### src/rtl/jstk_poller_pkg.sv
// rtl/jstk_poller_pkg.sv - shared constants, decode positions and FSM states for jstk_poller
package jstk_poller_pkg;

    localparam logic [5:0] JSTK_CMD_LED   = 6'b100000;
    localparam int         CENTER_DEFAULT = 512;

    // Byte/bit positions of the fields inside the 40-bit PmodJSTK response
    localparam int X_LO_MSB = 39;
    localparam int X_LO_LSB = 32;
    localparam int X_HI_MSB = 25;
    localparam int X_HI_LSB = 24;
    localparam int Y_LO_MSB = 23;
    localparam int Y_LO_LSB = 16;
    localparam int Y_HI_MSB = 9;
    localparam int Y_HI_LSB = 8;
    localparam int BTN_MSB  = 2;
    localparam int BTN_LSB  = 0;

    typedef enum logic [1:0] {
        ST_IDLE    = 2'd0,
        ST_REQ     = 2'd1,
        ST_WAIT    = 2'd2,
        ST_CAPTURE = 2'd3
    } jstk_state_e;

    function automatic logic [7:0] jstk_cmd_byte(input logic [1:0] led);
        return {JSTK_CMD_LED, led};
    endfunction

endpackage

### src/rtl/jstk_poller_if.sv
// rtl/jstk_poller_if.sv - joystick-side and game-side signal bundle for jstk_poller
interface jstk_poller_if;
    logic        enable;
    logic [1:0]  led_cmd;
    logic        sndRec;
    logic [7:0]  DIN;
    logic [39:0] jstk_data;
    logic [9:0]  pos_x;
    logic [9:0]  pos_y;
    logic        dir_up;
    logic        dir_down;
    logic [2:0]  btn;
    logic [2:0]  btn_press;
    logic        sample_valid;

    modport master (
        input  enable, led_cmd, jstk_data,
        output sndRec, DIN, pos_x, pos_y, dir_up, dir_down, btn, btn_press, sample_valid
    );

    modport slave (
        output enable, led_cmd, jstk_data,
        input  sndRec, DIN, pos_x, pos_y, dir_up, dir_down, btn, btn_press, sample_valid
    );
endinterface

### src/rtl/jstk_poller_avg4.sv
// rtl/jstk_poller_avg4.sv - jstk_avg4: mean of the incoming sample and the three previous captures
module jstk_avg4 #(
    parameter int CENTER = 512
) (
    input  logic       clk,
    input  logic       reset,
    input  logic       shift_en,
    input  logic [9:0] sample_in,
    output logic [9:0] avg_out
);
    localparam logic [9:0] CENTER_POS = 10'(CENTER);

    logic [2:0][9:0] hist_q;
    logic [2:0][9:0] hist_d;
    logic [11:0]     sum;

    // The window is the sample being captured plus the three held ones, so the
    // averaged value is ready in the same cycle the raw sample is captured.
    assign sum     = 12'(sample_in) + 12'(hist_q[0]) + 12'(hist_q[1]) + 12'(hist_q[2]);
    assign avg_out = 10'(sum >> 2);

    always_comb begin
        hist_d = hist_q;
        if (shift_en) begin
            hist_d = {hist_q[1:0], sample_in};
        end
    end

    always_ff @(posedge clk) begin
        if (reset) begin
            hist_q <= {3{CENTER_POS}};
        end else begin
            hist_q <= hist_d;
        end
    end
endmodule

### src/rtl/jstk_poller.sv
// rtl/jstk_poller.sv - periodic PmodJSTK poller and decoder; JSTK_AVG_EN enables 4-sample position averaging
module jstk_poller
    import jstk_poller_pkg::*;
#(
    parameter int POLL_CYCLES = 125000,
    parameter int REQ_CYCLES  = 4096,
    parameter int XFER_CYCLES = 8192,
    parameter int CENTER      = CENTER_DEFAULT,
    parameter int DEADZONE    = 64
) (
    input logic           clk,
    input logic           reset,
    jstk_poller_if.master bus
);
    localparam int STATE_MAX = (REQ_CYCLES > XFER_CYCLES) ? REQ_CYCLES : XFER_CYCLES;
    localparam int POLL_W    = $clog2(POLL_CYCLES);
    localparam int CNT_W     = $clog2(STATE_MAX + 1);

    localparam logic [POLL_W-1:0] POLL_LAST  = POLL_W'(POLL_CYCLES - 1);
    localparam logic [CNT_W-1:0]  REQ_LAST   = CNT_W'(REQ_CYCLES - 1);
    localparam logic [CNT_W-1:0]  XFER_LAST  = CNT_W'(XFER_CYCLES - 1);
    localparam logic [10:0]       UP_TH      = 11'(CENTER + DEADZONE);
    localparam logic [10:0]       DN_TH      = 11'(CENTER - DEADZONE);
    localparam logic [9:0]        CENTER_POS = 10'(CENTER);

    jstk_state_e       state_q, state_d;
    logic [POLL_W-1:0] poll_cnt_q, poll_cnt_d;
    logic [CNT_W-1:0]  st_cnt_q, st_cnt_d;
    logic              snd_rec_q, snd_rec_d;
    logic [7:0]        din_q, din_d;
    logic [9:0]        pos_x_q, pos_x_d;
    logic [9:0]        pos_y_q, pos_y_d;
    logic              dir_up_q, dir_up_d;
    logic              dir_down_q, dir_down_d;
    logic [2:0]        btn_q, btn_d;
    logic [2:0]        btn_press_q, btn_press_d;
    logic              valid_q, valid_d;

    logic [9:0] raw_x, raw_y, new_x, new_y;
    logic [2:0] raw_b;
    logic       capture;
    logic       unused_jstk_bits;

    assign raw_x   = {bus.jstk_data[X_HI_MSB:X_HI_LSB], bus.jstk_data[X_LO_MSB:X_LO_LSB]};
    assign raw_y   = {bus.jstk_data[Y_HI_MSB:Y_HI_LSB], bus.jstk_data[Y_LO_MSB:Y_LO_LSB]};
    assign raw_b   = bus.jstk_data[BTN_MSB:BTN_LSB];
    assign capture = (state_q == ST_CAPTURE);

    assign unused_jstk_bits = ^{bus.jstk_data[31:26], bus.jstk_data[15:10], bus.jstk_data[7:3]};

`ifdef JSTK_AVG_EN
    jstk_avg4 #(.CENTER(CENTER)) u_avg_x (
        .clk       (clk),
        .reset     (reset),
        .shift_en  (capture),
        .sample_in (raw_x),
        .avg_out   (new_x)
    );

    jstk_avg4 #(.CENTER(CENTER)) u_avg_y (
        .clk       (clk),
        .reset     (reset),
        .shift_en  (capture),
        .sample_in (raw_y),
        .avg_out   (new_y)
    );
`else
    assign new_x = raw_x;
    assign new_y = raw_y;
`endif

    always_comb begin
        state_d     = state_q;
        st_cnt_d    = st_cnt_q;
        din_d       = jstk_cmd_byte(bus.led_cmd);
        pos_x_d     = pos_x_q;
        pos_y_d     = pos_y_q;
        dir_up_d    = dir_up_q;
        dir_down_d  = dir_down_q;
        btn_d       = btn_q;
        btn_press_d = 3'b000;
        valid_d     = 1'b0;
        // Free-running through REQ/WAIT keeps the request period fixed; it
        // saturates so a disabled poller restarts one cycle after enable.
        poll_cnt_d  = (poll_cnt_q == POLL_LAST) ? poll_cnt_q : poll_cnt_q + 1'b1;

        case (state_q)
            ST_IDLE: begin
                if (poll_cnt_q == POLL_LAST && bus.enable) begin
                    poll_cnt_d = '0;
                    st_cnt_d   = '0;
                    state_d    = ST_REQ;
                end
            end
            ST_REQ: begin
                st_cnt_d = st_cnt_q + 1'b1;
                if (st_cnt_q == REQ_LAST) begin
                    st_cnt_d = '0;
                    state_d  = ST_WAIT;
                end
            end
            ST_WAIT: begin
                st_cnt_d = st_cnt_q + 1'b1;
                if (st_cnt_q == XFER_LAST) begin
                    st_cnt_d = '0;
                    state_d  = ST_CAPTURE;
                end
            end
            ST_CAPTURE: begin
                pos_x_d     = new_x;
                pos_y_d     = new_y;
                dir_up_d    = {1'b0, new_y} > UP_TH;
                dir_down_d  = {1'b0, new_y} < DN_TH;
                btn_d       = raw_b;
                btn_press_d = raw_b & ~btn_q;
                valid_d     = 1'b1;
                state_d     = ST_IDLE;
            end
            default: state_d = ST_IDLE;
        endcase

        snd_rec_d = (state_d == ST_REQ);
    end

    always_ff @(posedge clk) begin
        if (reset) begin
            state_q     <= ST_IDLE;
            poll_cnt_q  <= '0;
            st_cnt_q    <= '0;
            snd_rec_q   <= 1'b0;
            din_q       <= jstk_cmd_byte(2'b00);
            pos_x_q     <= CENTER_POS;
            pos_y_q     <= CENTER_POS;
            dir_up_q    <= 1'b0;
            dir_down_q  <= 1'b0;
            btn_q       <= 3'b000;
            btn_press_q <= 3'b000;
            valid_q     <= 1'b0;
        end else begin
            state_q     <= state_d;
            poll_cnt_q  <= poll_cnt_d;
            st_cnt_q    <= st_cnt_d;
            snd_rec_q   <= snd_rec_d;
            din_q       <= din_d;
            pos_x_q     <= pos_x_d;
            pos_y_q     <= pos_y_d;
            dir_up_q    <= dir_up_d;
            dir_down_q  <= dir_down_d;
            btn_q       <= btn_d;
            btn_press_q <= btn_press_d;
            valid_q     <= valid_d;
        end
    end

    assign bus.sndRec       = snd_rec_q;
    assign bus.DIN          = din_q;
    assign bus.pos_x        = pos_x_q;
    assign bus.pos_y        = pos_y_q;
    assign bus.dir_up       = dir_up_q;
    assign bus.dir_down     = dir_down_q;
    assign bus.btn          = btn_q;
    assign bus.btn_press    = btn_press_q;
    assign bus.sample_valid = valid_q;
endmodule

### src/flat_wrapper.sv
// flat-port wrapper written by rule: the top's interface ports become plain ports
module jstk_poller_flat import jstk_poller_pkg::*;
#(
    parameter int POLL_CYCLES = 125000,
    parameter int REQ_CYCLES  = 4096,
    parameter int XFER_CYCLES = 8192,
    parameter int CENTER      = CENTER_DEFAULT,
    parameter int DEADZONE    = 64
)
  (clk, reset, bus_enable, bus_led_cmd, bus_jstk_data, bus_sndRec, bus_DIN, bus_pos_x, bus_pos_y, bus_dir_up, bus_dir_down, bus_btn, bus_btn_press, bus_sample_valid);
  jstk_poller_if bus_i ();
  input logic clk;
  input logic reset;
  input wire logic [$bits(bus_i.enable)-1:0] bus_enable;
  input wire logic [$bits(bus_i.led_cmd)-1:0] bus_led_cmd;
  input wire logic [$bits(bus_i.jstk_data)-1:0] bus_jstk_data;
  output wire logic [$bits(bus_i.sndRec)-1:0] bus_sndRec;
  output wire logic [$bits(bus_i.DIN)-1:0] bus_DIN;
  output wire logic [$bits(bus_i.pos_x)-1:0] bus_pos_x;
  output wire logic [$bits(bus_i.pos_y)-1:0] bus_pos_y;
  output wire logic [$bits(bus_i.dir_up)-1:0] bus_dir_up;
  output wire logic [$bits(bus_i.dir_down)-1:0] bus_dir_down;
  output wire logic [$bits(bus_i.btn)-1:0] bus_btn;
  output wire logic [$bits(bus_i.btn_press)-1:0] bus_btn_press;
  output wire logic [$bits(bus_i.sample_valid)-1:0] bus_sample_valid;
  assign bus_i.enable = bus_enable;
  assign bus_i.led_cmd = bus_led_cmd;
  assign bus_i.jstk_data = bus_jstk_data;
  assign bus_sndRec = bus_i.sndRec;
  assign bus_DIN = bus_i.DIN;
  assign bus_pos_x = bus_i.pos_x;
  assign bus_pos_y = bus_i.pos_y;
  assign bus_dir_up = bus_i.dir_up;
  assign bus_dir_down = bus_i.dir_down;
  assign bus_btn = bus_i.btn;
  assign bus_btn_press = bus_i.btn_press;
  assign bus_sample_valid = bus_i.sample_valid;
  jstk_poller #(.POLL_CYCLES(POLL_CYCLES), .REQ_CYCLES(REQ_CYCLES), .XFER_CYCLES(XFER_CYCLES), .CENTER(CENTER), .DEADZONE(DEADZONE)) u_core (.clk(clk), .reset(reset), .bus(bus_i));
endmodule
### config.mk
export PLATFORM = sky130hd
export DESIGN_NAME = jstk_poller_flat
export DESIGN_NICKNAME = d
export VERILOG_FILES = /design/src/rtl/jstk_poller_pkg.sv /design/src/rtl/jstk_poller_if.sv /design/src/rtl/jstk_poller_avg4.sv /design/src/rtl/jstk_poller.sv /design/src/flat_wrapper.sv
export SDC_FILE = /design/constraint.sdc
export NUM_CORES = 1
export LEC_CHECK = 0
export CORE_ASPECT_RATIO = 1.5
export CORE_UTILIZATION = 48
export CTS_CLUSTER_DIAMETER = 200
export DETAILED_ROUTE_END_ITERATION = 8
export GPL_ROUTABILITY_DRIVEN = 0
export PLACE_DENSITY_LB_ADDON = 0.08
export SYNTH_ARGS = -nofsm -noshare
export SYNTH_HDL_FRONTEND = slang
export SYNTH_SLANG_ARGS = --single-unit
### constraint.sdc
create_clock -name clk -period 2.55 [get_ports clk]
set_input_delay 0.51 -clock clk [delete_from_list [all_inputs] [get_ports clk]]
set_output_delay 0.51 -clock clk [all_outputs]
set_load 0.01 [all_outputs]
# Word level (Yosys, flattened, before mapping)
# Index checks and enable logic that the tools add are counted.
dict set report totals {
  register_bits 71
  inputBits 45
  output_inout_bits 38
  elab_cells 45
}
dict set report classes {
  n_addsub 2
  magnitude_cmp 2
  eq_ne 8
  mux 12
  bitwise 3
  reduce_logical 5
}
# op n
set ops {}
lappend ops {{2-to-1 mux 17 bit} 3}
lappend ops {{2-to-1 mux 14 bit} 3}
lappend ops {{case mux 14 bit (3 select lines)} 1}
lappend ops {{adder 17 x 1 -> 17 bit (second input constant)} 1}
lappend ops {{equality test 17 bit (second input constant)} 1}
lappend ops {{adder 14 x 1 -> 14 bit (second input constant)} 1}
lappend ops {{equality test 14 x 12 -> 1 bit (second input constant)} 1}
lappend ops {{equality test 14 x 13 -> 1 bit (second input constant)} 1}
lappend ops {{> comparator 10 bit (second input constant)} 1}
lappend ops {{less-than comparator 10 x 9 -> 1 bit (second input constant)} 1}
lappend ops {{case mux 2 bit (4 select lines)} 1}
lappend ops {{2-to-1 mux 2 bit} 3}
lappend ops {{equality test 2 x 1 -> 1 bit (second input constant)} 2}
lappend ops {{equality test 2 bit (second input constant)} 2}
lappend ops {{bitwise AND 3 bit} 1}
lappend ops {{NOT 3 bit} 1}
lappend ops {{nonzero test 3 bit} 1}
lappend ops {{logical NOT 2 bit} 1}
lappend ops {{!= test 2 x 1 -> 1 bit (second input constant)} 1}
lappend ops {{AND reduction 2 bit} 1}
lappend ops {{OR reduction 2 bit} 1}
lappend ops {{logical AND 1 bit} 1}
lappend ops {{2-to-1 mux 1 bit} 1}
lappend ops {{NOT 1 bit} 1}

# Depth between registers and ports, before layout
dict set report depth {
  word_depth 5
  depth_mapped 8
  mapped_depth_nobuf 7
}

# Worst setup path after synthesis
# Ideal clock, no wire load.
dict set report synth_timing {
  kind {register to register}
  start {register u_core.st_cnt_q[0]}
  end {register u_core.st_cnt_q[0]}
  setup_time_ns 0.117
  t_arrival_ns 1.665
  required_time_ns 2.433
  path_slack_ns 0.768
  stages_incl_launch_ff 8
  path_buffers 1
  period_less_slack_ns 1.782
  path_cell_list {dfxtp_1 ha_1 nand4_1 nor3_1 a221oi_1 o21bai_1 buf_2 nor2_1}
}
dict set report synth_between {
  elab_chain_len 3
  elab_cells_between_ends 6
  classes_between {add/sub (1); eq/ne (2); mux (3)}
}
# item line
set synth_lines {}
lappend synth_lines {{start, declared} jstk_poller.sv:28} ;# logic [CNT_W-1:0] st_cnt_q, st_cnt_d;
lappend synth_lines {{start signal, assigned} jstk_poller.sv:142} ;# st_cnt_q <= st_cnt_d;
lappend synth_lines {{adder 14 x 1 -> 14 bit (tied with other cells)} {jstk_poller.sv:96, jstk_poller.sv:103}}
lappend synth_lines {{2-to-1 mux 14 bit (on tied branches)} {jstk_poller.sv:104, jstk_poller.sv:97}}
lappend synth_lines {{case mux 14 bit (3 select lines) *} jstk_poller.sv:87} ;# case (state_q)
# Mark *: on every way between the ends. The rest lies on a longest branch, timed or not.
# A chain may end at the register's enable or synchronous reset.

# Final worst setup path
dict set report layout_timing {
  start {register u_core.poll_cnt_q[0]}
  end {register u_core.st_cnt_q[8]}
}
dict set report layout_between {
  elab_chain_len 4
}
# item line
set layout_lines {}
lappend layout_lines {{start, declared} jstk_poller.sv:27} ;# logic [POLL_W-1:0] poll_cnt_q, poll_cnt_d;
lappend layout_lines {{start signal, assigned} jstk_poller.sv:141} ;# poll_cnt_q <= poll_cnt_d;
lappend layout_lines {{equality test 17 bit} jstk_poller.sv:89} ;# if (poll_cnt_q == POLL_LAST && bus.enable) begin
lappend layout_lines {{logical AND 1 bit} jstk_poller.sv:89}
lappend layout_lines {{!= test 2 x 1 -> 1 bit (no source line)} --}
lappend layout_lines {{AND reduction 2 bit (no source line)} --}
# Every way passes these cells.

==> out/results.tsv <==
metric	value	unit
outcome	finished clean	
Total Routed Length	6223	µm
worst slew pin tran	0.5099	ns
Critical Path AT	2.40	ns
Iter 0 DRT Violations	118	
RSZ-0062 raised after global routing	false	
Post-DRT Antenna Nets	0	
number of global-route vias before repair	2401	
largest net degree at the start of global routing	30	
ANT cells	0	
most common cell after layout, fill and taps aside	dfxtp_1	
# resized after CTS	0	
clk_skew	0.008452	ns
pre-CTS WS	0.3306	ns
Lkg Pwr	0.001313	µW
Setup Crit Path Kind	flip-flop to flip-flop	
Worst Slack Setup Final	0.4145	ns
Synthesis Warnings	0	
CTS tree	built	
worst skew pair latency	0.34	ns
Seq pwr share	52.6	%
clk slew on worst S/H paths	0.07	ns
fmax	0.4683	GHz
Yosys reg bits	65	
Switching Power	434.0	µW
Max Slew Vio Count	0	
Syn Area/Cell	9.149	µm²
number of buffers created by CTS	9	
final setup fails	0	
first-pass GRT wire length	10370	µm
largest cells by area after synthesis	dfxtp_1 44%, mux2i_1 7.9%, nor2_1 7.2%	
P&R area growth vs syn	27.74	%
gr usage total	21.03	%
Vias/cell	5.349	
CP Buf/Inv Count	0	
Compound-Gate Fraction of Synth Area	9.145	%
fin nets	433	
core area	5828	µm²
XOR/XNOR share of the synthesized area	5.983	%
Die Area	6422	µm²
Max stage delay on crit path	0.52	ns
CP Data Required Time	2.82	ns
IO Pins	83	
clock share of power	42.8	%
delay-heaviest family, CP	simple AND/OR/NAND/NOR gates	
1st-pass router iterations	4	
initial antenna violation count	0	
share of cells above drive strength 1	6.771	%
power per cell area	521.6	nW/µm²
Gate power share	4.6	%
worst path cell trace	ha_1, and4_1, and4_4, a21oi_2, or4b_1, a21oi_1	
clk sinks	65	
setup tns final	0	ns
Async SR Flop Fraction	0	%
H-tree levels	3	
Finished Layout Cells	456	
stages on the worst setup path	6	
post-route minimum period	2.135	ns
CP startpoint kind	flip-flop	
hold_sp	u_core.bus.btn[2]$_SDFFE_PP0P_	
critical path peak fanout	13	
sequential element share of the synthesized area	44.44	%
worst r2r path cells	6	
largest family of logic cells by synthesized area	simple AND/OR/NAND/NOR gates	
Core Util, Final	64.17	%
worst vdd ir	0.4210	mV
synthesized cell area	2928	µm²
post-synth top area share	44.44	%
R2R Path Start	u_core.poll_cnt_q[0]$_SDFF_PP0_	
post-synthesis cell count	320	
I/O Buffers	59	
synth unique cells	46	
Hold WS	0.4482	ns
CP max stage cell	or4b_1	
hold path depth	1	
Die Wd	65.77	µm
Post-Synth Adder-Cell Area	3.419	%
starting density of the core	50.24	%
Slew headroom	65.57	%
worst setup path startpoint	u_core.poll_cnt_q[0]$_SDFF_PP0_	
FP Rows	34	
Worst setup EP type	flip-flop	
Clock Tree Buf Depth	2	
Synth area leader	dfxtp_1	
dominant synthesized flop cell	dfxtp_1	
post-synthesis mux area share	7.863	%
Post-CTS Setup Bufs	0	
Final Hold Violating Endpoints	0	
DP HPWL	4524	µm
dpl cells	441	
hold bufs inserted after CTS	0	
chip height	97.65	µm
fin crit share	83.74	%
MaxCap Viol Count	0	
clk root buf	clkbuf_8	
most frequent cells in the layout	65 x dfxtp_1, 59 x clkdlybuf4s50_1, 56 x nor2_1, 23 x mux2i_1, 15 x nand3_1	
HP Class	flip-flop to flip-flop	
Avg WL per Cell	13.65	µm
Post-synth EDFFs	0	
Pint	1517	µW
Remaining DRCs	0	
grt total ovfl	0	
simple-gate share of the synthesized area	24.15	%
switching share of power	22.25	%
vias	2439	
-- flip-flops by register name, summed over array words and instances, names as in the netlist --
signal                   count
u_core.poll_cnt_q           17
u_core.st_cnt_q             14
u_core.bus.pos_x            10
u_core.bus.pos_y            10
u_core.bus.btn               3
u_core.bus.btn_press         3
u_core.bus.DIN               2
u_core.state_q               2
u_core.bus.dir_down          1
u_core.bus.dir_up            1
u_core.bus.sample_valid      1
u_core.bus.sndRec            1
-- logic make-up after synthesis --
family                   after synthesis
AND/OR/NAND/NOR                      135
flip-flops                            65
AO/OA/AOI/OAI                         40
buffers and inverters                 27
multiplexers                          23
XOR/XNOR                              20
adder cells (fa/ha/maj)                8
other                                  2
-- layer usage --
metal  track usage, %  wire, µm  up-vias  share of wire (%)
li1                 -         -     1230                  -
met1            22.31      2482     1146                 40
met2            36.19      3331       49                 54
met3            4.577       210       14                3.4
met4            13.21       199        0                3.2
met5                0         0        -                  0
-- final timing paths --
kind	to	slack, ns
setup / recovery	u_core.st_cnt_q[8]$_SDFFE_PP0P_	0.41
hold / removal	u_core.bus.btn_press[2]$_SDFF_PP0_	0.45
setup reg to reg	u_core.st_cnt_q[8]$_SDFFE_PP0P_	0.41
hold reg to reg	u_core.bus.btn_press[2]$_SDFF_PP0_	0.45
-- final cells by class --
type,instances,area [µm²]
Clock buffer,10,127.6
Clock inverter,5,57.56
Fill cell,520,2088
Inverter,8,30.03
Multi-Input combinational cell,232,1505
Sequential cell,65,1301
Tap cell,72,90.09
Timing Repair Buffer,64,628.1
-- power groups by stage --
| stage | sequential [µW] | clock [µW] | combinational, µW |
|---|---|---|---|
| after CTS | 1030 | 861 | 90.7 |
| after global placement | 1050 | 0 | 89.1 |
| after detailed placement | 1050 | 0 | 90.7 |
| after floorplan | 1050 | 0 | 39.5 |
| final | 1030 | 836 | 89.7 |
| after global routing | 1030 | 908 | 98.0 |
-- per-stage QoR --
step	power, µW	area (µm²)
after detailed placement	1139	3555
after floorplan	1088	2943
final	1951	3740
after CTS	1977	3740
after global placement	1137	3555
after global routing	2032	3740
-- synth_stat cells, types with 2 or more instances --
cell and count:
inv_1 8, conb_1 2, nor4_1 2, and3_1 6, a211o_1 2, o31ai_1 3
a21oi_1 13, and2_1 3, xor2_1 14, nor4b_2 2, nor2b_1 7, or3_1 4
nand2_1 10, or4_1 4, nand4_1 4, buf_4 6, xnor2_1 6, nor3b_1 4
clkbuf_1 5, buf_2 6, mux2i_1 23, nand3_1 15, ha_1 8, nor2_1 56
dfxtp_1 65, nand2b_1 3, o311ai_0 2, o21ai_0 7, a32oi_1 2, and4_1 5
nor3_1 7, a41oi_1 2
Note: power is estimated with default switching activity, not from simulation.
